--- config.mk ---
export PLATFORM = sky130hd
export DESIGN_NAME = uart9_rx
export DESIGN_NICKNAME = d
export VERILOG_FILES = /design/src/rtl/uart9_rx.sv
export SDC_FILE = /design/constraint.sdc
export NUM_CORES = 1
export LEC_CHECK = 0
export CAP_MARGIN = 25
export CORE_MARGIN = 2
export CORE_UTILIZATION = 50
export DETAILED_ROUTE_END_ITERATION = 7
export DONT_BUFFER_PORTS = 1
export PLACE_DENSITY_LB_ADDON = 0.08
export REMOVE_ABC_BUFFERS = 1
export SLEW_MARGIN = 5
export SYNTH_ARGS = -nofsm -noshare
export SYNTH_HDL_FRONTEND = slang
export SYNTH_SLANG_ARGS = --single-unit
--- constraint.sdc ---
create_clock -name ct_rxclk -period 4.53 [get_ports ct_rxclk]
set_clock_uncertainty 0.1 [all_clocks]
set_input_delay 0.906 -clock ct_rxclk [delete_from_list [all_inputs] [get_ports ct_rxclk]]
set_output_delay 0.906 -clock ct_rxclk [all_outputs]
set_load 0.005 [all_outputs]
--- src/rtl/uart9_rx.sv ---
// uart9_rx: 9-bit async serial receiver, 16x oversampled, with a small
// receive FIFO and the uld_rx_data / rx_data / rx_empty unload handshake.
module uart9_rx #(
  parameter int DEPTH = 4,
  parameter int OVS   = 16
) (
  input  logic       ct_rxclk,
  input  logic       reset,
  input  logic       rx_enable,
  input  logic       rx_in,
  input  logic       uld_rx_data,
  output logic [8:0] rx_data,
  output logic       rx_empty,
  output logic       rx_overrun,
  output logic       rx_frame_err,
  output logic       rx_busy
);
  localparam int CW = $clog2(OVS);
  localparam int AW = $clog2(DEPTH);
  localparam logic [CW-1:0] CNT_HALF = CW'(OVS/2 - 1);
  localparam logic [CW-1:0] CNT_LAST = CW'(OVS - 1);
  localparam logic [AW:0]   FULL_CNT = (AW+1)'(DEPTH);

  typedef enum logic [2:0] {IDLE, START, DATA, STOP, BRK} state_t;

  state_t          state, state_nxt;
  logic [CW-1:0]   cnt, cnt_nxt;
  logic [3:0]      bitn, bitn_nxt;
  logic [8:0]      shift, shift_nxt;
  logic            stop_ok, stop_bad;
  logic            s1, s2, rxs;

  logic [8:0]      mem [DEPTH];
  logic [AW-1:0]   wptr, rptr;
  logic [AW:0]     count, count_nxt;
  logic            full, pop, push, ovr_set;

  // two-flop synchronizer; idles high so reset never looks like a start bit
  always_ff @(posedge ct_rxclk or negedge reset) begin
    if (!reset) begin
      s1 <= 1'b1;
      s2 <= 1'b1;
    end else begin
      s1 <= rx_in;
      s2 <= s1;
    end
  end
  assign rxs = s2;

  // receive FSM state, counters and shift register
  always_ff @(posedge ct_rxclk or negedge reset) begin
    if (!reset) begin
      state <= IDLE;
      cnt   <= '0;
      bitn  <= '0;
      shift <= '0;
    end else begin
      state <= state_nxt;
      cnt   <= cnt_nxt;
      bitn  <= bitn_nxt;
      shift <= shift_nxt;
    end
  end

  // next-state: start validated at mid-bit, data/stop sampled every OVS cycles
  always_comb begin
    state_nxt = state;
    cnt_nxt   = cnt;
    bitn_nxt  = bitn;
    shift_nxt = shift;
    stop_ok   = 1'b0;
    stop_bad  = 1'b0;
    if (!rx_enable) begin
      state_nxt = IDLE;
      cnt_nxt   = '0;
      bitn_nxt  = '0;
    end else begin
      case (state)
        IDLE: begin
          if (!rxs) begin
            state_nxt = START;
            cnt_nxt   = '0;
          end
        end
        START: begin
          cnt_nxt = cnt + 1'b1;
          if (cnt == CNT_HALF) begin
            if (!rxs) begin
              state_nxt = DATA;
              cnt_nxt   = '0;
              bitn_nxt  = '0;
            end else begin
              state_nxt = IDLE;
            end
          end
        end
        DATA: begin
          cnt_nxt = cnt + 1'b1;
          if (cnt == CNT_LAST) begin
            shift_nxt[bitn] = rxs;
            cnt_nxt         = '0;
            if (bitn == 4'd8) state_nxt = STOP;
            else              bitn_nxt  = bitn + 1'b1;
          end
        end
        STOP: begin
          cnt_nxt = cnt + 1'b1;
          if (cnt == CNT_LAST) begin
            cnt_nxt = '0;
            if (rxs) begin
              stop_ok   = 1'b1;
              state_nxt = IDLE;
            end else begin
              stop_bad  = 1'b1;
              state_nxt = BRK;
            end
          end
        end
        BRK: begin
          // a held-low break must end before a new start can be seen
          if (rxs) state_nxt = IDLE;
        end
        default: state_nxt = IDLE;
      endcase
    end
  end

  assign rx_busy = (state != IDLE);

  // a pop on a full FIFO frees the slot for a same-edge push
  assign full    = (count == FULL_CNT);
  assign pop     = uld_rx_data && (count != '0);
  assign push    = stop_ok && (!full || pop);
  assign ovr_set = stop_ok && full && !pop;

  // occupancy next-state, also drives registered rx_empty
  always_comb begin
    count_nxt = count;
    if (push && !pop)      count_nxt = count + 1'b1;
    else if (pop && !push) count_nxt = count - 1'b1;
  end

  // FIFO storage
  always_ff @(posedge ct_rxclk) begin
    if (push) mem[wptr] <= shift;
  end

  // FIFO pointers, output word, empty and sticky flags (set beats clear)
  always_ff @(posedge ct_rxclk or negedge reset) begin
    if (!reset) begin
      wptr         <= '0;
      rptr         <= '0;
      count        <= '0;
      rx_data      <= '0;
      rx_empty     <= 1'b1;
      rx_overrun   <= 1'b0;
      rx_frame_err <= 1'b0;
    end else begin
      count    <= count_nxt;
      rx_empty <= (count_nxt == '0);
      if (push) wptr <= wptr + 1'b1;
      if (pop) begin
        rptr    <= rptr + 1'b1;
        rx_data <= mem[rptr];
      end
      if (ovr_set)   rx_overrun <= 1'b1;
      else if (pop)  rx_overrun <= 1'b0;
      if (stop_bad)  rx_frame_err <= 1'b1;
      else if (pop)  rx_frame_err <= 1'b0;
    end
  end
endmodule

# [Word level (Yosys, flattened, before mapping)]
# Memories as Yosys holds them, arrays and structs flattened. A register that Yosys moved wholly into a read port is not among the register bits.
# Index checks and enable logic that the tools add are counted.
[word_totals] reg_bits=32 latchBits=0 ramBits=36 mem_bits_ro=0 in_bits=5 output_inout_bits=13 word_cells=101 mem_count=1
[memory_table] memory="mem" depth=4 width=9 rd=1 rd_clocked_by_memory_dff=1 wr=1 line="33" rtl="logic [8:0] mem [DEPTH];"
[classes] n_addsub=6 mul=0 div_mod_pow=0 n_lt_le_gt_ge=2 n_eq_ne=18 shift=0 muxes=39 bitwise_logic=0 n_reduce_logical=23
[ops] cell="2-to-1 mux 4 bit" n=9
[ops] cell="2-to-1 mux 3 bit" n=10
[ops] cell="inequality test 3 bit, second input constant" n=8
[ops] cell="case mux 3 bit (5 select lines)" n=1
[ops] cell="2-to-1 mux 1 bit" n=14
[ops] cell="case mux 4 bit (3 select lines)" n=1
[ops] cell="bitwise mux 9 bit" n=1
[ops] cell="adder 4 x 1 -> 4 bit, second input constant" n=2
[ops] cell="equality test 4 bit, second input constant" n=2
[ops] cell="case mux 4 bit (2 select lines)" n=1
[ops] cell="logical AND 1 bit" n=7
[ops] cell="equality test 3 x 2 -> 1 bit, second input constant" n=2
[ops] cell="equality test 3 bit, second input constant" n=2
[ops] cell="logical NOT 3 bit" n=2
[ops] cell="AND reduction 6 bit" n=1
[ops] cell="nonzero test 3 bit" n=2
[ops] cell="< comparator 4 x 5 -> 1 bit, second input constant" n=1
[ops] cell="AND reduction 5 bit" n=1
[ops] cell="adder 2 x 1 -> 2 bit, second input constant" n=2
[ops] cell="demux 1 bit (select 4 bit)" n=1
[ops] cell="equality test 4 x 3 -> 1 bit, second input constant" n=1
[ops] cell="greater-or-equal comparator 4 x 1 -> 1 bit, second input constant" n=1
[ops] cell="logical NOT 1 bit" n=4
[ops] cell="inequality test 4 x 2 -> 1 bit, second input constant" n=1
[ops] cell="10 further kinds" n=11

# [Depth between registers and ports, before layout]
# Gate-level depths: netlist of the first run.
[depth] ltp_word=10 mapped_depth=8 depth_no_buf=6

# [Worst setup path before layout of the first run]
# No wires, ideal clock.
[synth_timing] path_type="in2reg" startpoint="input port rx_enable" endpoint="memory mem[0][0], enable pin" setup_time_ps=337 arrival_time_ps=1727 required_ps=4093 setup_slack_ps=2366 stages=4 n_path_buf=0 cell_sequence="and2b_1 -> nand4_1 -> nor2_2 -> and2_1"
[synth_via] elab_chain_cells=4
[synth_lines] item="from (decl)" line="9" rtl="input logic rx_enable,"
[synth_lines] item="2-to-1 mux 1 bit" line="73" rtl="if (!rx_enable) begin"
[synth_lines] item="logical AND 1 bit" line="133" rtl="assign push = stop_ok && (!full || pop);"
[synth_lines] item="2-to-1 mux 1 bit" line="145" rtl="if (push) mem[wptr] <= shift;"
[synth_lines] item="2-to-1 mux 1 bit (implied by the code)" line="145"
[synth_lines] item="to (decl)" line="33"
# Every way passes these cells.

# [Worst setup path in the final report of the first run]
[layout_timing] startpoint="register state[1]" endpoint="output port rx_busy"
[layout_via] elab_chain_cells=1
[layout_lines] item="from (decl)" line="26" rtl="state_t state, state_nxt;"
[layout_lines] item="from (signal assigned)" line="58" rtl="state <= state_nxt;"
[layout_lines] item="nonzero test 3 bit" line="128" rtl="assign rx_busy = (state != IDLE);"
[layout_lines] item="to (decl)" line="16" rtl="output logic rx_busy"
# Every way passes these cells.

==> results of run 1 <==
## worst register-to-register path, stage by stage, from the launching register on
cell and delay, ns:
dfrtp_1 0.39, ha_1 0.23, and3_1 0.30, nand4_1 0.20, nor2_2 0.29, and2_1 0.44
## stage by stage
step | hold slack, ns | setup WS (ns)
floorplan | 0.245 | 2.36
global placement | 0.247 | 2.11
detailed placement | 0.248 | 2.07
CTS | 0.125 | 2.14
global route | 0.123 | 2.01
finish | 0.145 | 2.16
## synthesized netlist by cell type (all sizes together) (3+ instances only)
library cell	count	area share (%)
a211oi	3	0.63
a31oi	6	1.0
and2	6	1.1
buf	8	1.5
clkbuf	7	0.77
dfrtp	38	26
dfstp	3	2.2
edfxtp	36	30
ha	12	4.2
inv	8	0.84
mux2	10	3.1
mux2i	3	0.84
mux4	9	5.6
nand2	46	4.8
nand2b	3	0.59
nand3	7	0.98
nand4	3	0.52
nor2	11	1.2
nor3	5	0.84
nor3b	4	0.84
o21ai	8	1.1
or3	4	0.84
xnor2	4	0.98
## path summary, 6_finish.rpt
| path | cells past startpoint | slack [ns] | from | end |
|---|---|---|---|---|
| worst min register to register | 0 | 0.26 | s1 | rxs |
| worst max register to register | 5 | 2.24 | cnt[0] | mem[3][8] |
| worst min-delay path | 0 | 0.15 | reset | rx_data[7] |
| max in group asynchronous | 0 | 4.01 | reset | s1 |
| worst max-delay path | 1 | 2.16 | state[1] | rx_busy |
| min in group ct_rxclk | 0 | 0.26 | s1 | rxs |
## cell families after synthesis
kind of cell	Yosys count	synth area share (%)
adder cells (fa/ha/maj)	12	4.18
flip-flops	77	58.8
multiplexers	22	9.62
AND/OR/NAND/NOR	103	15.7
AO/OA/AOI/OAI	38	7.63
XOR/XNOR	4	0.976
buffers and inverters	23	3.10
## layer usage
| metal | vias to the layer above | track usage (%) | routed length [um] |
|---|---|---|---|
| met5 | - | 0 | 0 |
| met1 | 1041 | 25.6 | 2980 |
| met2 | 53 | 26.9 | 2700 |
| met3 | 12 | 3.36 | 258 |
| li1 | 1016 | - | - |
| met4 | 0 | 7.58 | 105 |
## power breakdown
group	leakage, uW	total [uW]	switching [uW]	internal [uW]
Clock	0.000118	591	261	330
Sequential	0.000897	888	100	788
Combinational	0.000532	339	162	177
Total	0.00155	1820	523	1290
## registers in the layout (all words and copies together), names as in the netlist
signal / count
bitn: 4
cnt: 4
count: 3
mem: 36
rptr: 2
rx_data: 9
rx_empty: 1
rx_frame_err: 1
rx_overrun: 1
rxs: 1
s1: 1
shift: 9
state: 3
wptr: 2
## cell type report
| cell class | instances | share of cell area, % |
|---|---|---|
| inverters | 8 | 0.778 |
| clock buffers | 10 | 3.57 |
| multi-input cells | 179 | 35.5 |
| well taps | 96 | 3.11 |
| flip-flops and latches | 77 | 54.7 |
| clock inverters | 6 | 2.37 |
==> flow_metrics.py, run 1 <==
metrics = {
    "drt": {
        "post_drt_via_cell_ratio": 5.64,
        "drtIter0Drc": 101,
        "drc_errors": 0,
        "postRouteAntennaNets": 0,
        "avgRoutedWirePerCell_um": 16.1,
        "drt-pass1-iter-count": 4,
        "wl_um": 6040,
        "routed-via-count": 2122,
    },
    "cells_and_area": {
        "multi_input_area_um2": 1370,
        "final_common_cell": "nand2_1",
        "drive_gt1_share_pct": 16.8,
        "final_cell_count_no_fill": 376,
        "most-common-layout-cells": "46 x nand2_1, 38 x dfrtp_1, 36 x edfxtp_1",
        "areaGrowthSynthToFinish_pct": 7.46,
        "stdcell_area_um2": 3860,
        "regArea_um2": 2110,
        "fillCellCount": 566,
        "antenna_cells": 0,
        "fin_util_pct": 56.2,
        "layout.nets": 292,
    },
    "grt": {
        "grt_max_degree": 42,
        "grt_pass1_vias": 2197,
        "grtUsageTotal_pct": 17.9,
        "grt_antenna_before_repair": 0,
        "grt_overflow": 0,
        "grt_pass1_wl_um": 10700,
    },
    "placement": {
        "globalplace.congestion": 0.854,
        "postPlaceCellArea_um2": 3630,
        "dp.cells": 360,
        "dp_hpwl_um": 4170,
        "port_buffers": 0,
    },
    "clock_tree": {
        "clk_path_buf_depth": 2,
        "clk-insertion-delay-late_ns": 0.34,
        "cts_resized": 0,
        "cts_made_buffers": 9,
        "cts_tree": "done",
        "clkSinkCount": 77,
        "cts_root_buf": "clkbuf_8",
        "ctsHoldBuffers": 0,
        "post_cts_buffers": 0,
        "htreeDepth": 3,
        "clk_pin_slew_ns": 0.09,
    },
    "sta": {
        "setup_viol": 0,
        "relSlewSlack_pct": 57.9,
        "drv_slew": 0,
        "grt_setup_unrepaired": "no",
        "fmax_ghz": 0.422,
        "report.final.hold_viol_count": 0,
        "finalSetupTns_ns": 0,
        "fin_crit_sh_pct": 52.3,
        "tightest_slew_ns": 0.631,
        "layout_min_cycle_time_ns": 2.37,
    },
    "worst_setup_path": {
        "crit_chain": "or3_1",
        "cp-end-kind": "primary output",
        "start_kind": "flip-flop",
        "cp_max_fo": 16,
        "crit_type": "flip-flop to primary output",
        "slowest_stage": "dfrtp_1",
        "worstPathRequired_ns": 3.52,
        "cp_top_family": "flip-flops",
        "critPathBufInv": 0,
        "cpPeakStageDelay_ns": 0.55,
        "cp.arrival_ns": 1.36,
    },
    "pwr": {
        "power_leakage_uw": 0.00155,
        "vdd_drop_max_mv": 0.165,
        "p_per_area_nw_per_um2": 471,
        "finalPower_uw": 1820,
    },
    "synth": {
        "ys_seq_area_share_pct": 58.8,
        "synth_flop_cell": "dfrtp_1",
        "synth_edf_count": 36,
        "yosys_warnings": 0,
        "ys_ff_latch": 77,
        "async_flop_share_pct": 53.2,
        "synth.avg_cell_area_um2": 12.9,
        "synth.lib_cells_used.distinct": 62,
        "synthCells": 279,
        "syn_area_um2": 3590,
    },
    "floorplanning": {
        "die_area_um2": 7870,
        "die_h_um": 88.7,
        "core_area_um2": 6870,
        "rows": 30,
        "ioPinCount": 18,
        "start_util_pct": 52.3,
        "die_w_um": 88.7,
    },
    "min_path": {
        "hp-class": "primary input to async pin",
    },
    "outcome": {
        "outcome": "complete, no violations",
    },
    "job": {
        "cap_violations": 0,
    },
}
No activity file was read; power rests on OpenSTA's default activity.
==> inputs of run 2 (changes only) <==
==> constraint.sdc (replaced) <==
create_clock -name ct_rxclk -period 2.3 [get_ports ct_rxclk]
set_clock_uncertainty 0.1 [all_clocks]
set_input_delay 0.46 -clock ct_rxclk [delete_from_list [all_inputs] [get_ports ct_rxclk]]
set_output_delay 0.46 -clock ct_rxclk [all_outputs]
set_load 0.005 [all_outputs]
==> run 2 against run 1 <==
Sequential power is 97% higher. First-iteration DRC count is 22% higher. Critical path type is now flip-flop to flip-flop. Non-clock buffer count up 14. Power is 96% higher. Register-to-register slack worse by 2.1 ns. Core utilization grew 2.0 points. Count of clock-buffer cells in the layout fell by 1. Final cell count grew 3.7%.
==> flow_metrics.py, run 2 (synthesis gave the netlist of run 1 again) <==
metrics = {
    "cells_and_area": {
        "areaGrowthSynthToFinish_pct": 11.2,
        "stdcell_area_um2": 3990,
        "antenna_cells": 0,
        "layout.nets": 306,
        "most-common-layout-cells": "46 x nand2_1, 38 x dfrtp_1, 36 x edfxtp_1",
        "top_register": "mem",
        "final_cell_count_no_fill": 390,
        "largest_reg_flops": 36,
        "final_common_cell": "nand2_1",
        "fin_util_pct": 58.1,
        "top_regs": "mem x36, rx_data x9, shift x9",
        "drive_gt1_share_pct": 20.1,
    },
    "sta": {
        "drv_slew": 0,
        "grt_setup_unrepaired": "no",
        "setup_viol": 0,
        "relSlewSlack_pct": 56.3,
        "layout_min_cycle_time_ns": 2.14,
        "report.final.hold_viol_count": 0,
        "fmax_ghz": 0.467,
        "tightest_slew_ns": 0.655,
        "finalSetupTns_ns": 0,
        "fin_crit_sh_pct": 93.2,
    },
    "clock_tree": {
        "cts_made_buffers": 9,
        "clk-insertion-delay-late_ns": 0.35,
        "clk_pin_slew_ns": 0.09,
        "cts_tree": "done",
        "post_cts_buffers": 0,
        "clk_path_buf_depth": 2,
        "cts_root_buf": "clkbuf_8",
        "htreeDepth": 3,
        "clkSinkCount": 77,
    },
    "worst_setup_path": {
        "cp.arrival_ns": 2.05,
        "crit_type": "flip-flop to flip-flop",
        "cp-end-kind": "flip-flop",
        "cp_top_family": "simple AND/OR/NAND/NOR gates",
        "worstReg2RegEnd": "mem[3][7]",
        "rr_startpoint": "cnt[0]",
        "r2r_slack_ns": 0.16,
        "worstRegToRegCells": 5,
        "worstPathRequired_ns": 2.21,
        "start_kind": "flip-flop",
        "cpPeakStageDelay_ns": 0.43,
        "slowest_stage": "and2_1",
        "critPathBufInv": 0,
        "crit_chain": "ha_1, and3_1, nand4_1, nor2_2, and2_1",
        "cp_max_fo": 9,
    },
    "placement": {
        "postPlaceCellArea_um2": 3740,
        "dp_hpwl_um": 4340,
        "port_buffers": 0,
        "globalplace.congestion": 0.794,
        "dp.cells": 371,
    },
    "drt": {
        "postRouteAntennaNets": 0,
        "drtIter0Drc": 123,
        "routed-via-count": 2104,
        "avgRoutedWirePerCell_um": 15.9,
        "wl_um": 6190,
        "drt-pass1-iter-count": 4,
        "post_drt_via_cell_ratio": 5.39,
        "drc_errors": 0,
    },
    "pwr": {
        "power_leakage_uw": 0.00162,
        "vdd_drop_max_mv": 0.350,
        "p_per_area_nw_per_um2": 894,
    },
    "floorplanning": {
        "start_util_pct": 52.3,
        "die_h_um": 88.7,
        "die_area_um2": 7870,
        "core_area_um2": 6870,
        "rows": 30,
        "ioPinCount": 18,
        "die_w_um": 88.7,
    },
    "min_path": {
        "hp-start": "uld_rx_data",
        "hp-class": "primary input to flip-flop",
        "hold_path_end": "rx_overrun",
        "whs_path_depth": 1,
    },
    "outcome": {
        "outcome": "complete, no violations",
    },
    "job": {
        "cap_violations": 0,
    },
    "grt": {
        "grt_pass1_wl_um": 10400,
        "grt_overflow": 0,
        "grt_antenna_before_repair": 0,
        "grt_max_degree": 42,
        "grt_pass1_vias": 2095,
        "grtUsageTotal_pct": 17.6,
    },
}
-- run 2: cell count changes in the layout (fill, tap and decap cells not counted), sizes merged --
cell / change
buf: +12
dlygate4sd3: +2
clkbuf: -1
clkinv: +1
inv: +1
bufinv: -1
-- run 2: final cells by class --
type	instances	area, um2
sequential	77	2110
multi-input combinational	179	1370
clock inverter	7	92.6
fill	555	2880
tap	96	120
timing repair buffer	14	148
clock buffer	9	124
inverter	8	30.0
-- run 2: layer usage --
layer / track usage [%] / part of all wire [%]
met4: 7.58 / 1.2
met1: 24.4 / 50
met3: 3.82 / 2.9
met5: 0 / 0
met2: 27.0 / 46
-- run 2: how the worst max path moves through the flow --
stage	start	endpoint	slack [ns]	cells after the start
final	cnt[0]	mem[3][7]	0.16	5
after detailed placement	cnt[0]	mem[3][1]	0.16	5
after CTS	cnt[0]	mem[3][7]	0.13	5
after global placement	cnt[0]	mem[3][6]	0.26	5
after floorplan	count[0]	count[1]	0.25	6
after global routing	cnt[0]	mem[3][8]	0.01	5
-- run 2: power by group --
| part | switching, uW | internal, uW |
|---|---|---|
| combinational | 342 | 387 |
| clock | 558 | 531 |
| sequential | 200 | 1550 |
| total | 1100 | 2470 |
-- run 2: through the flow --
stage | total power (uW) | hold slack, ns | setup slack, ns
after floorplan | 2300 | 0.0644 | 0.251
after global placement | 2470 | 0.0652 | 0.261
after detailed placement | 2490 | 0.0655 | 0.157
after CTS | 3600 | 0.0687 | 0.132
after global routing | 3780 | 0.0661 | 0.0113
final | 3570 | 0.0871 | 0.158
-- run 2: what timing repair did --
item,CTS,global route
endpoints found under the hold margin,42,0
hold buffers,3,0
gates resized for setup,0,0
